<file path="src/rtl/fetch_sequencer_if.sv">
// -----------------------------------------------------------------------------
// fetch_sequencer_if
// Bundles the instruction-fetch controller's hazard, redirect, memory and
// IF/ID signals. Names are prefixed from the sequencer's point of view:
//   i_stall            hazard unit: hold PC and IF/ID
//   i_branch_taken     resolved taken branch
//   i_branch_target    branch destination
//   i_jump_taken       jump / jr redirect
//   i_jump_target      jump destination
//   i_instruction      word returned by instruction memory for o_pc_result
//   o_pc_result        current fetch address
//   o_if_id_instruction, o_if_id_pc_plus4, o_if_id_valid   IF/ID register
//   o_halted           high while fetch is halted
//   o_fetch_count      number of valid instructions delivered
// Modports: master = fetch sequencer, slave = surrounding datapath / memory.
// -----------------------------------------------------------------------------
interface fetch_sequencer_if;
    logic        i_stall;
    logic        i_branch_taken;
    logic [31:0] i_branch_target;
    logic        i_jump_taken;
    logic [31:0] i_jump_target;
    logic [31:0] i_instruction;
    logic [31:0] o_pc_result;
    logic [31:0] o_if_id_instruction;
    logic [31:0] o_if_id_pc_plus4;
    logic        o_if_id_valid;
    logic        o_halted;
    logic [31:0] o_fetch_count;

    modport master (
        input  i_stall, i_branch_taken, i_branch_target,
               i_jump_taken, i_jump_target, i_instruction,
        output o_pc_result, o_if_id_instruction, o_if_id_pc_plus4,
               o_if_id_valid, o_halted, o_fetch_count
    );

    modport slave (
        output i_stall, i_branch_taken, i_branch_target,
               i_jump_taken, i_jump_target, i_instruction,
        input  o_pc_result, o_if_id_instruction, o_if_id_pc_plus4,
               o_if_id_valid, o_halted, o_fetch_count
    );
endinterface

</file>
<file path="src/rtl/fetch_sequencer.sv">
// -----------------------------------------------------------------------------
// fetch_sequencer
// Instruction-fetch controller for the pipelined MIPS datapath. Owns the PC,
// presents it to a combinational instruction memory and captures the returned
// word into the IF/ID register. Handles hazard stalls, jump/branch redirects
// (one bubble) and a halt word that stops fetch until a redirect arrives.
// Ports:
//   i_clk    rising-edge clock
//   i_rst_n  asynchronous active-low reset
//   bus      fetch_sequencer_if.master (see interface header)
// Parameters:
//   RESET_PC   PC loaded at reset (bits [1:0] must be 0)
//   HALT_WORD  instruction encoding that stops fetch
// -----------------------------------------------------------------------------
module fetch_sequencer #(
    parameter logic [31:0] RESET_PC  = 32'h0000_0000,
    parameter logic [31:0] HALT_WORD = 32'hFFFF_FFFF
) (
    input  logic               i_clk,
    input  logic               i_rst_n,
    fetch_sequencer_if.master  bus
);

    typedef enum logic [1:0] {
        ST_BOOT = 2'd0,
        ST_RUN  = 2'd1,
        ST_HALT = 2'd2
    } state_t;

    state_t      r_state;
    state_t      w_state_next;

    logic [31:0] r_pc;
    logic [31:0] r_if_id_instruction;
    logic [31:0] r_if_id_pc_plus4;
    logic        r_if_id_valid;
    logic        r_halted;
    logic [31:0] r_fetch_count;

    logic [31:0] w_pc_next;
    logic [31:0] w_if_id_instruction_next;
    logic [31:0] w_if_id_pc_plus4_next;
    logic        w_if_id_valid_next;
    logic        w_halted_next;
    logic [31:0] w_fetch_count_next;

    logic [31:0] w_pc_plus4;
    logic        w_redirect;
    logic [31:0] w_redirect_pc;
    logic        w_is_halt_word;

    assign w_pc_plus4     = r_pc + 32'd4;   // 32-bit modulo: 0xFFFF_FFFC wraps to 0
    assign w_redirect     = bus.i_jump_taken | bus.i_branch_taken;
    // Jump outranks branch; target word alignment is forced by masking.
    assign w_redirect_pc  = bus.i_jump_taken ? (bus.i_jump_target   & ~32'd3)
                                             : (bus.i_branch_target & ~32'd3);
    assign w_is_halt_word = (bus.i_instruction == HALT_WORD);

    // ------------------------------------------------------------------ state
    // NOTE: sequential state uses non-blocking (<=) so every register samples
    // pre-edge values; combinational blocks use blocking (=).
    always_ff @(posedge i_clk or negedge i_rst_n) begin
        if (!i_rst_n) begin
            r_state <= ST_BOOT;
        end else begin
            r_state <= w_state_next;
        end
    end

    // ------------------------------------------------------------- next state
    // NOTE: every combinational output gets a default first so no path leaves
    // it unassigned, which would infer a latch.
    always_comb begin
        w_state_next = r_state;
        case (r_state)
            ST_BOOT: w_state_next = ST_RUN;
            ST_RUN: begin
                // Redirects and stalls keep us running; only an un-stalled,
                // un-redirected halt word stops fetch.
                if (!w_redirect && !bus.i_stall && w_is_halt_word) begin
                    w_state_next = ST_HALT;
                end
            end
            ST_HALT: begin
                if (w_redirect) begin
                    w_state_next = ST_RUN;
                end
            end
            default: w_state_next = ST_BOOT;
        endcase
    end

    // ---------------------------------------------------------------- outputs
    always_comb begin
        w_pc_next                = r_pc;
        w_if_id_instruction_next = r_if_id_instruction;
        w_if_id_pc_plus4_next    = r_if_id_pc_plus4;
        w_if_id_valid_next       = r_if_id_valid;
        w_fetch_count_next       = r_fetch_count;
        case (r_state)
            ST_BOOT: begin
                w_if_id_valid_next = 1'b0;
            end
            ST_RUN: begin
                if (w_redirect) begin
                    // Redirect beats Stall: the stalled instruction is squashed.
                    w_pc_next          = w_redirect_pc;
                    w_if_id_valid_next = 1'b0;
                end else if (bus.i_stall) begin
                    // Hold everything.
                end else if (w_is_halt_word) begin
                    w_if_id_valid_next = 1'b0;   // halt word is never forwarded
                end else begin
                    w_pc_next                = w_pc_plus4;
                    w_if_id_instruction_next = bus.i_instruction;
                    w_if_id_pc_plus4_next    = w_pc_plus4;
                    w_if_id_valid_next       = 1'b1;
                    w_fetch_count_next       = r_fetch_count + 32'd1;
                end
            end
            ST_HALT: begin
                w_if_id_valid_next = 1'b0;
                if (w_redirect) begin
                    w_pc_next = w_redirect_pc;
                end
            end
            default: begin
                w_if_id_valid_next = 1'b0;
            end
        endcase
        w_halted_next = (w_state_next == ST_HALT);
    end

    always_ff @(posedge i_clk or negedge i_rst_n) begin
        if (!i_rst_n) begin
            r_pc                <= RESET_PC;
            r_if_id_instruction <= 32'd0;
            r_if_id_pc_plus4    <= 32'd0;
            r_if_id_valid       <= 1'b0;
            r_halted            <= 1'b0;
            r_fetch_count       <= 32'd0;
        end else begin
            r_pc                <= w_pc_next;
            r_if_id_instruction <= w_if_id_instruction_next;
            r_if_id_pc_plus4    <= w_if_id_pc_plus4_next;
            r_if_id_valid       <= w_if_id_valid_next;
            r_halted            <= w_halted_next;
            r_fetch_count       <= w_fetch_count_next;
        end
    end

    assign bus.o_pc_result         = r_pc;
    assign bus.o_if_id_instruction = r_if_id_instruction;
    assign bus.o_if_id_pc_plus4    = r_if_id_pc_plus4;
    assign bus.o_if_id_valid       = r_if_id_valid;
    assign bus.o_halted            = r_halted;
    assign bus.o_fetch_count       = r_fetch_count;

endmodule

</file>
<file path="src/flat_wrapper.sv">
// flat-port wrapper written by rule: the top's interface ports become plain ports
module fetch_sequencer_flat 
#(
    parameter logic [31:0] RESET_PC  = 32'h0000_0000,
    parameter logic [31:0] HALT_WORD = 32'hFFFF_FFFF
)
  (i_clk, i_rst_n, bus_i_stall, bus_i_branch_taken, bus_i_branch_target, bus_i_jump_taken, bus_i_jump_target, bus_i_instruction, bus_o_pc_result, bus_o_if_id_instruction, bus_o_if_id_pc_plus4, bus_o_if_id_valid, bus_o_halted, bus_o_fetch_count);
  fetch_sequencer_if bus_i ();
  input  logic i_clk;
  input  logic i_rst_n;
  input wire logic [$bits(bus_i.i_stall)-1:0] bus_i_stall;
  input wire logic [$bits(bus_i.i_branch_taken)-1:0] bus_i_branch_taken;
  input wire logic [$bits(bus_i.i_branch_target)-1:0] bus_i_branch_target;
  input wire logic [$bits(bus_i.i_jump_taken)-1:0] bus_i_jump_taken;
  input wire logic [$bits(bus_i.i_jump_target)-1:0] bus_i_jump_target;
  input wire logic [$bits(bus_i.i_instruction)-1:0] bus_i_instruction;
  output wire logic [$bits(bus_i.o_pc_result)-1:0] bus_o_pc_result;
  output wire logic [$bits(bus_i.o_if_id_instruction)-1:0] bus_o_if_id_instruction;
  output wire logic [$bits(bus_i.o_if_id_pc_plus4)-1:0] bus_o_if_id_pc_plus4;
  output wire logic [$bits(bus_i.o_if_id_valid)-1:0] bus_o_if_id_valid;
  output wire logic [$bits(bus_i.o_halted)-1:0] bus_o_halted;
  output wire logic [$bits(bus_i.o_fetch_count)-1:0] bus_o_fetch_count;
  assign bus_i.i_stall = bus_i_stall;
  assign bus_i.i_branch_taken = bus_i_branch_taken;
  assign bus_i.i_branch_target = bus_i_branch_target;
  assign bus_i.i_jump_taken = bus_i_jump_taken;
  assign bus_i.i_jump_target = bus_i_jump_target;
  assign bus_i.i_instruction = bus_i_instruction;
  assign bus_o_pc_result = bus_i.o_pc_result;
  assign bus_o_if_id_instruction = bus_i.o_if_id_instruction;
  assign bus_o_if_id_pc_plus4 = bus_i.o_if_id_pc_plus4;
  assign bus_o_if_id_valid = bus_i.o_if_id_valid;
  assign bus_o_halted = bus_i.o_halted;
  assign bus_o_fetch_count = bus_i.o_fetch_count;
  fetch_sequencer #(.RESET_PC(RESET_PC), .HALT_WORD(HALT_WORD)) u_core (.i_clk(i_clk), .i_rst_n(i_rst_n), .bus(bus_i));
endmodule
</file>
<file path="config.mk">
export PLATFORM = sky130hd
export DESIGN_NAME = fetch_sequencer_flat
export DESIGN_NICKNAME = d
export VERILOG_FILES = /design/src/rtl/fetch_sequencer_if.sv /design/src/rtl/fetch_sequencer.sv /design/src/flat_wrapper.sv
export SDC_FILE = /design/constraint.sdc
export NUM_CORES = 1
export LEC_CHECK = 0
export ABC_AREA = 1
export CAP_MARGIN = 20
export CORE_MARGIN = 1.5
export CORE_UTILIZATION = 30
export CTS_BUF_LIST = sky130_fd_sc_hd__clkbuf_4
export DETAILED_ROUTE_END_ITERATION = 6
export PLACE_DENSITY = 0.58
export SLEW_MARGIN = 20
export SYNTH_ARGS = -nofsm -noshare
export SYNTH_HDL_FRONTEND = slang
export SYNTH_SLANG_ARGS = --single-unit
</file>
<file path="constraint.sdc">
create_clock -name i_clk -period 1.8 [get_ports i_clk]
set_input_delay 0.27 -clock i_clk [delete_from_list [all_inputs] [get_ports i_clk]]
set_output_delay 0.27 -clock i_clk [all_outputs]
set_load 0.1 [all_outputs]
</file>
==> impl_results.md <==
* Main flop type after synthesis: dfrtp_1
* Area of all placed cells without fillers at 11750 um^2
* Clock slew seen by the registers of the worst setup and hold paths at between 0.1 and 0.15 ns
* Final critical delay including setup and external delays at around 1.7 ns
* Leakage power figure at 5.505 nW
* Iteration-0 DRC Markers at 399
* TritonCTS Buffers at 17
* Insertion delay of the later-clocked pin in the worst-skew pair at 0.54 ns
* Post-route DRC at 0
* Number of synthesized flops with an enable pin at 0
* Count of warnings emitted by yosys at 0
* Library cell with the largest summed area after synthesis: dfrtp_1
* Post-route clock period utilization at 94.76%
* Final ANT Viol Nets at 0
* Combinational Power Share at between 50% and 60%
* Worst ir drop on vdd at 0.8672 mV
* Unrepaired setup endpoints after global routing: false
* Cell-internal power at 6.545 mW
* FF-to-FF End: u_core.bus.o_pc_result[2]
* Startpoint kind of the worst setup timing path: register
* Yosys reg bits at 128
* Total count of max-transition violations in the final report at 0
* Row Count at 57
* Total design power at approximately 13 mW
* Top post-synthesis cells by area: dfrtp_1 43%, nand2_1 30%, nor2_1 5.5%
* Relative contribution of sequential cells to total power at a little under a third
* Core occupancy in the finished layout at 48.18%
* Nets at 1490
* Layout cells sized above 1 at 22.35%
* Clk network pwr share at 18.0%
* Drt total wl at 24.23 mm
* Post-synthesis to final-layout area growth at 56.98%
* Largest net degree at the start of global routing at between 40 and 50
* Count of pins on the block boundary at 231
* Dpl cell area at 11300 um^2
* Area of the core at about 24000 um^2
* Placed wire-length estimate after detailed placement at 19.47 mm
* Horiz. Die Dim at 161.0 um
* Setup_tns at 0 ns
* Clock net sink count at 128
* Finish-stage setup viols at 0
* CTS tree: yes
* Port buffer count at approximately 220
* Wirelength per Cell at 14.08 um
* Switching part of the total at 48.67%
* Maximum net fanout on the critical path at 12
* Outcome: complete, no violations
* Hold Path Class: input pin to asynchronous set/reset pin
* Number of maximum-capacitance constraint violations at 0
* Via count of the first global-routing pass at 7629
* GP Congestion at 0.9318
* Sequential cell area fraction in the yosys report at 42.79%
* Aggregate global routing overflow at 0
* Initial core utilization at 30.69%
* Top cells by instance count after synthesis: 590 x nand2_1, 128 x dfrtp_1, 110 x nor2_1
* Cell Pwr Density at 1085 nW/um^2
* Avg Vias per Cell at between 4 and 5
* GRT Resource Usage Total at 19.34%
* Number of search-and-repair iterations in the first detailed-routing pass at 5
* Share of synthesized flip-flops with an asynchronous set or reset at 100.0%
* Die area at approximately 26000 um^2
* Die height at 161.0 um
* Switching power total at between 6 and 7 mW
* Category of the worst setup path capture point: register
* Required time at the endpoint of the critical path at 2.22 ns
* Post-placement worst setup slack at -0.2869 ns
* Most used standard cell by instance count after synthesis: nand2_1
* Setup Skew at 0.02650 ns
* Data arrival at the endpoint of the critical path at roughly 2.1 ns
* Critical path class: register to register
* Final setup slack of the worst path at 0.09436 ns
* Clock buffer depth at 2
* Cells on worst reg2reg path at 10
* Reg2reg start: u_core.r_state[0]
* # placed instances at ~1700
* First-pass GRT wire length at 39.49 mm
* Top-area cell type share of the netlist area at between 40% and 50%
* Clk root buf: clkbuf_4
* Number of antenna violations at the first check in global routing at 1
* Unique cell type count in the Yosys netlist at 29
* Minimum setup slack among reg-to-reg paths at 0.09 ns
* Final cell count without fillers at around 1700
* Mapped Area at 7486 um^2
* Synthesized instance count at 1118
* Crit. Startpoint: u_core.r_state[0]
* Number of endpoints with negative hold slack in the final report at 0
* Tightest hold margin at slightly below 0.2 ns
* Vias after detailed routing at 7766
* # H-tree levels at 4
* Max frequency at 0.5863 GHz
* Post-Syn Area per Cell at 6.696 um^2
-- flip-flops by register name (all words and copies together), names as in the netlist --
register                        cells
u_core.bus.o_pc_result             30
u_core.bus.o_if_id_valid            1
u_core.bus.o_fetch_count           32
u_core.bus.o_if_id_instruction     32
u_core.r_state                      2
u_core.bus.o_halted                 1
u_core.bus.o_if_id_pc_plus4        30
-- per-layer routing --
layer  share of wire, %  up-vias  GRT usage (%)
met5                  0        -              0
met4               0.88        0          4.167
met3                5.7       15          4.545
met2                 48      218          32.93
met1                 45     3524          24.88
li1                   -     4009              -
-- layout by cell type (no fill, tap or decap), types with 15 or more instances in the layout --
cell             instances
nand3_1                 61
buf_4                   87
o21ai_1                 22
buf_12                 100
dfrtp_1                 71
inv_1                   51
nand3b_1                17
dfrtp_2                 53
xor2_1                  15
nand2_1                587
clkbuf_4                19
o21ai_0                 18
nor2_1                 102
clkdlybuf4s50_1         95
-- cell families (layout without fill, tap and decap cells) --
kind of cell,Yosys count,after routing,share of synthesized area [%]
XOR/XNOR,19,19,2.223
flip-flops,128,128,42.79
other,1,5,0.05009
buffers and inverters,98,373,6.552
adder cells (fa/ha/maj),6,6,1.003
AND/OR/NAND/NOR,805,805,43.16
AO/OA/AOI/OAI,61,61,4.229
-- power groups by stage --
stage / logic (mW) / clock network (mW) / registers [mW]
final: 6.52 / 2.30 / 3.93
after global routing: 6.81 / 2.50 / 4.00
after CTS: 6.56 / 2.38 / 3.93
after detailed placement: 6.54 / 0 / 3.98
after global placement: 6.51 / 0 / 3.97
after floorplan: 0.909 / 0 / 7.04
-- layout make-up --
cell class              count  area, um^2
diodes                      1       2.502
clock buffers              19       142.6
multi-input cells         895        3884
fillers                  2422       12640
flip-flops and latches    128        3284
inverters                  57       217.7
well taps                 324       405.4
repair buffers            284        3627
clock inverters            13       187.7
-- repair_timing --
action | in CTS | in global routing
buffers inserted | 1 | 1
pin swaps | 0 | 2
hold buffers | 1 | 0
resized for setup | 2 | 24
setup endpoints to repair | 5 | 111
hold endpoints to repair | 119 | 0
-- worst max path at each step --
stage	to	slack, ns	depth (start not counted)
global route	u_core.bus.o_pc_result[18]	0.0006	10
floorplan	u_core.bus.o_pc_result[24]	-0.006	10
CTS	u_core.bus.o_pc_result[19]	0.02	10
detailed placement	u_core.bus.o_pc_result[10]	-0.29	10
finish	u_core.bus.o_pc_result[2]	0.09	10
global placement	u_core.bus.o_pc_result[10]	-0.23	11
-- critical path, stage by stage (launching register included) --
cell and delay [ns]:
dfrtp_2 0.46, inv_1 0.11, ha_1 0.19, inv_1 0.07, o21ai_1 0.13, nor2_1 0.07, nand2_2 0.13, clkinvlp_4 0.15
buf_12 0.16, nand2_1 0.05, o21ai_0 0.07
Note: power is estimated with default switching activity, not from simulation.
==> edit, RTL diff (same settings) <==
Encoding of `state_t`: now one-hot (3 bits for 3 states).
--- a/src/rtl/fetch_sequencer.sv
+++ b/src/rtl/fetch_sequencer.sv
@@ -21,10 +21,10 @@
     fetch_sequencer_if.master  bus
 );
 
-    typedef enum logic [1:0] {
-        ST_BOOT = 2'd0,
-        ST_RUN  = 2'd1,
-        ST_HALT = 2'd2
+    typedef enum logic [2:0] {
+        ST_BOOT = 3'b001,
+        ST_RUN  = 3'b010,
+        ST_HALT = 3'b100
     } state_t;
 
     state_t      r_state;
Function: no difference found for any inputs over 4 cycles, from zero or initial values and one cycle with i_rst_n low; so few cycles prove little.
==> edit against the unedited design <==
- power grew 12%
- core utilization grew 0.26 points
- die area grew 0.16%
- final area grew 0.54%
- area after synthesis grew 0.17%
- via count grew 1.5%
- count of clock-buffer cells in the layout shrank 1
- worst setup slack gained 0.030 ns
- sequential cell count grew 1
- worst hold slack lost 0.010 ns
- wire length shrank 0.37%
- critical path type unchanged
- highest routed layer unchanged
==> edit: results <==
export IMPL_status="finished clean"
export IMPL_seq_area_frac_synth_pct=43.07
export IMPL_synth_compound_area_share_pct=5.189
export IMPL_synthXorXnorAreaFrac_pct=1.869
export IMPL_r2r_start="u_core.bus.o_pc_result[3]"
export IMPL_place_inst=1699
export IMPL_synth_fa_ha_area_share_pct=0.3337
export IMPL_critical_path_arrival_ns=2.17
export IMPL_nNetsFinal=1498
export IMPL_grt_pass1_vias=7712
export IMPL_grtUsageTotal_pct=19.08
export IMPL_first_iter_violations=400
export IMPL_sequential_cell_area_um2=3311
export IMPL_dp_slack_ns=-0.3129
export IMPL_critPathSlowestCell="dfrtp_4"
export IMPL_r2r_cells=8
export IMPL_ir_worst_vdd_mv=0.6036
export IMPL_yosys_top_cells_count="567 x nand2_1, 146 x nor2_1, 128 x dfrtp_1, 49 x inv_1, 36 x o21ai_0"
export IMPL_postCtsSetupRepairBufs=0
export IMPL_ys_types=37
export IMPL_grt_pass1_wl_um=39390
export IMPL_avgViaCountPerCell=4.549
export IMPL_vias=7884
export IMPL_cellLeakagePower_nw=5.515
export IMPL_placed_area_um2=11460
export IMPL_gp_congestion=0.9206
export IMPL_netlist_instances=1127
export IMPL_fin_ws_ns=0.1247
export IMPL_crit_path_max_fanout=5
export IMPL_finClkSkew_ns=0.02358
export IMPL_grt_max_degree=44
export IMPL_routed_wl_um=24140
[edit: metrics by stage]
step / hold slack (ns) / TNS, ns
after floorplan: -0.02559 / -0.04185
after global placement: 0.2411 / -29.44
after detailed placement: 0.2393 / -30.93
after CTS: 0.1528 / 0
after global routing: 0.1617 / -0.05716
final: 0.1836 / 0
[edit: per-layer routing]
layer | wire, µm | track usage, % | share of wire (%) | up-vias
met1 | 10930 | 24.39 | 45 | 3560
met5 | 0 | 0 | 0 | -
met4 | 514 | 5.682 | 2.1 | 0
li1 | - | - | - | 4045
met3 | 1508 | 4.571 | 6.2 | 38
met2 | 11190 | 31.96 | 46 | 241
[edit: worst max path at each step]
stage | end | cells past startpoint | from
floorplan | u_core.bus.o_fetch_count[30] | 10 | u_core.bus.o_fetch_count[1]
global route | u_core.bus.o_pc_result[17] | 9 | u_core.bus.o_pc_result[4]
global placement | u_core.bus.o_pc_result[19] | 12 | bus_i_instruction[5]
finish | u_core.bus.o_if_id_pc_plus4[14] | 8 | u_core.bus.o_pc_result[3]
CTS | u_core.bus.o_pc_result[8] | 6 | u_core.bus.o_pc_result[3]
detailed placement | u_core.bus.o_pc_result[19] | 12 | bus_i_instruction[5]
[edit: repair_timing]
item                       in CTS  in global routing
hold buffers                    1                  0
gates resized for setup         0                  9
setup endpoints to repair       0                 22
hold endpoints to repair      114                  0
[edit: cell type report]
cell class | count | area share [%]
sequential | 129 | 28.02
multi-input combinational | 905 | 32.75
clock inverter | 14 | 1.430
inverter | 54 | 1.716
tap | 324 | 3.431
timing repair buffer | 288 | 31.48
clock buffer | 18 | 1.144
antenna | 1 | 0.02118
[edit: power breakdown]
group	switching, mW	internal (mW)
Sequential	0.725	3.50
Combinational	5.43	2.43
Clock	1.28	0.889
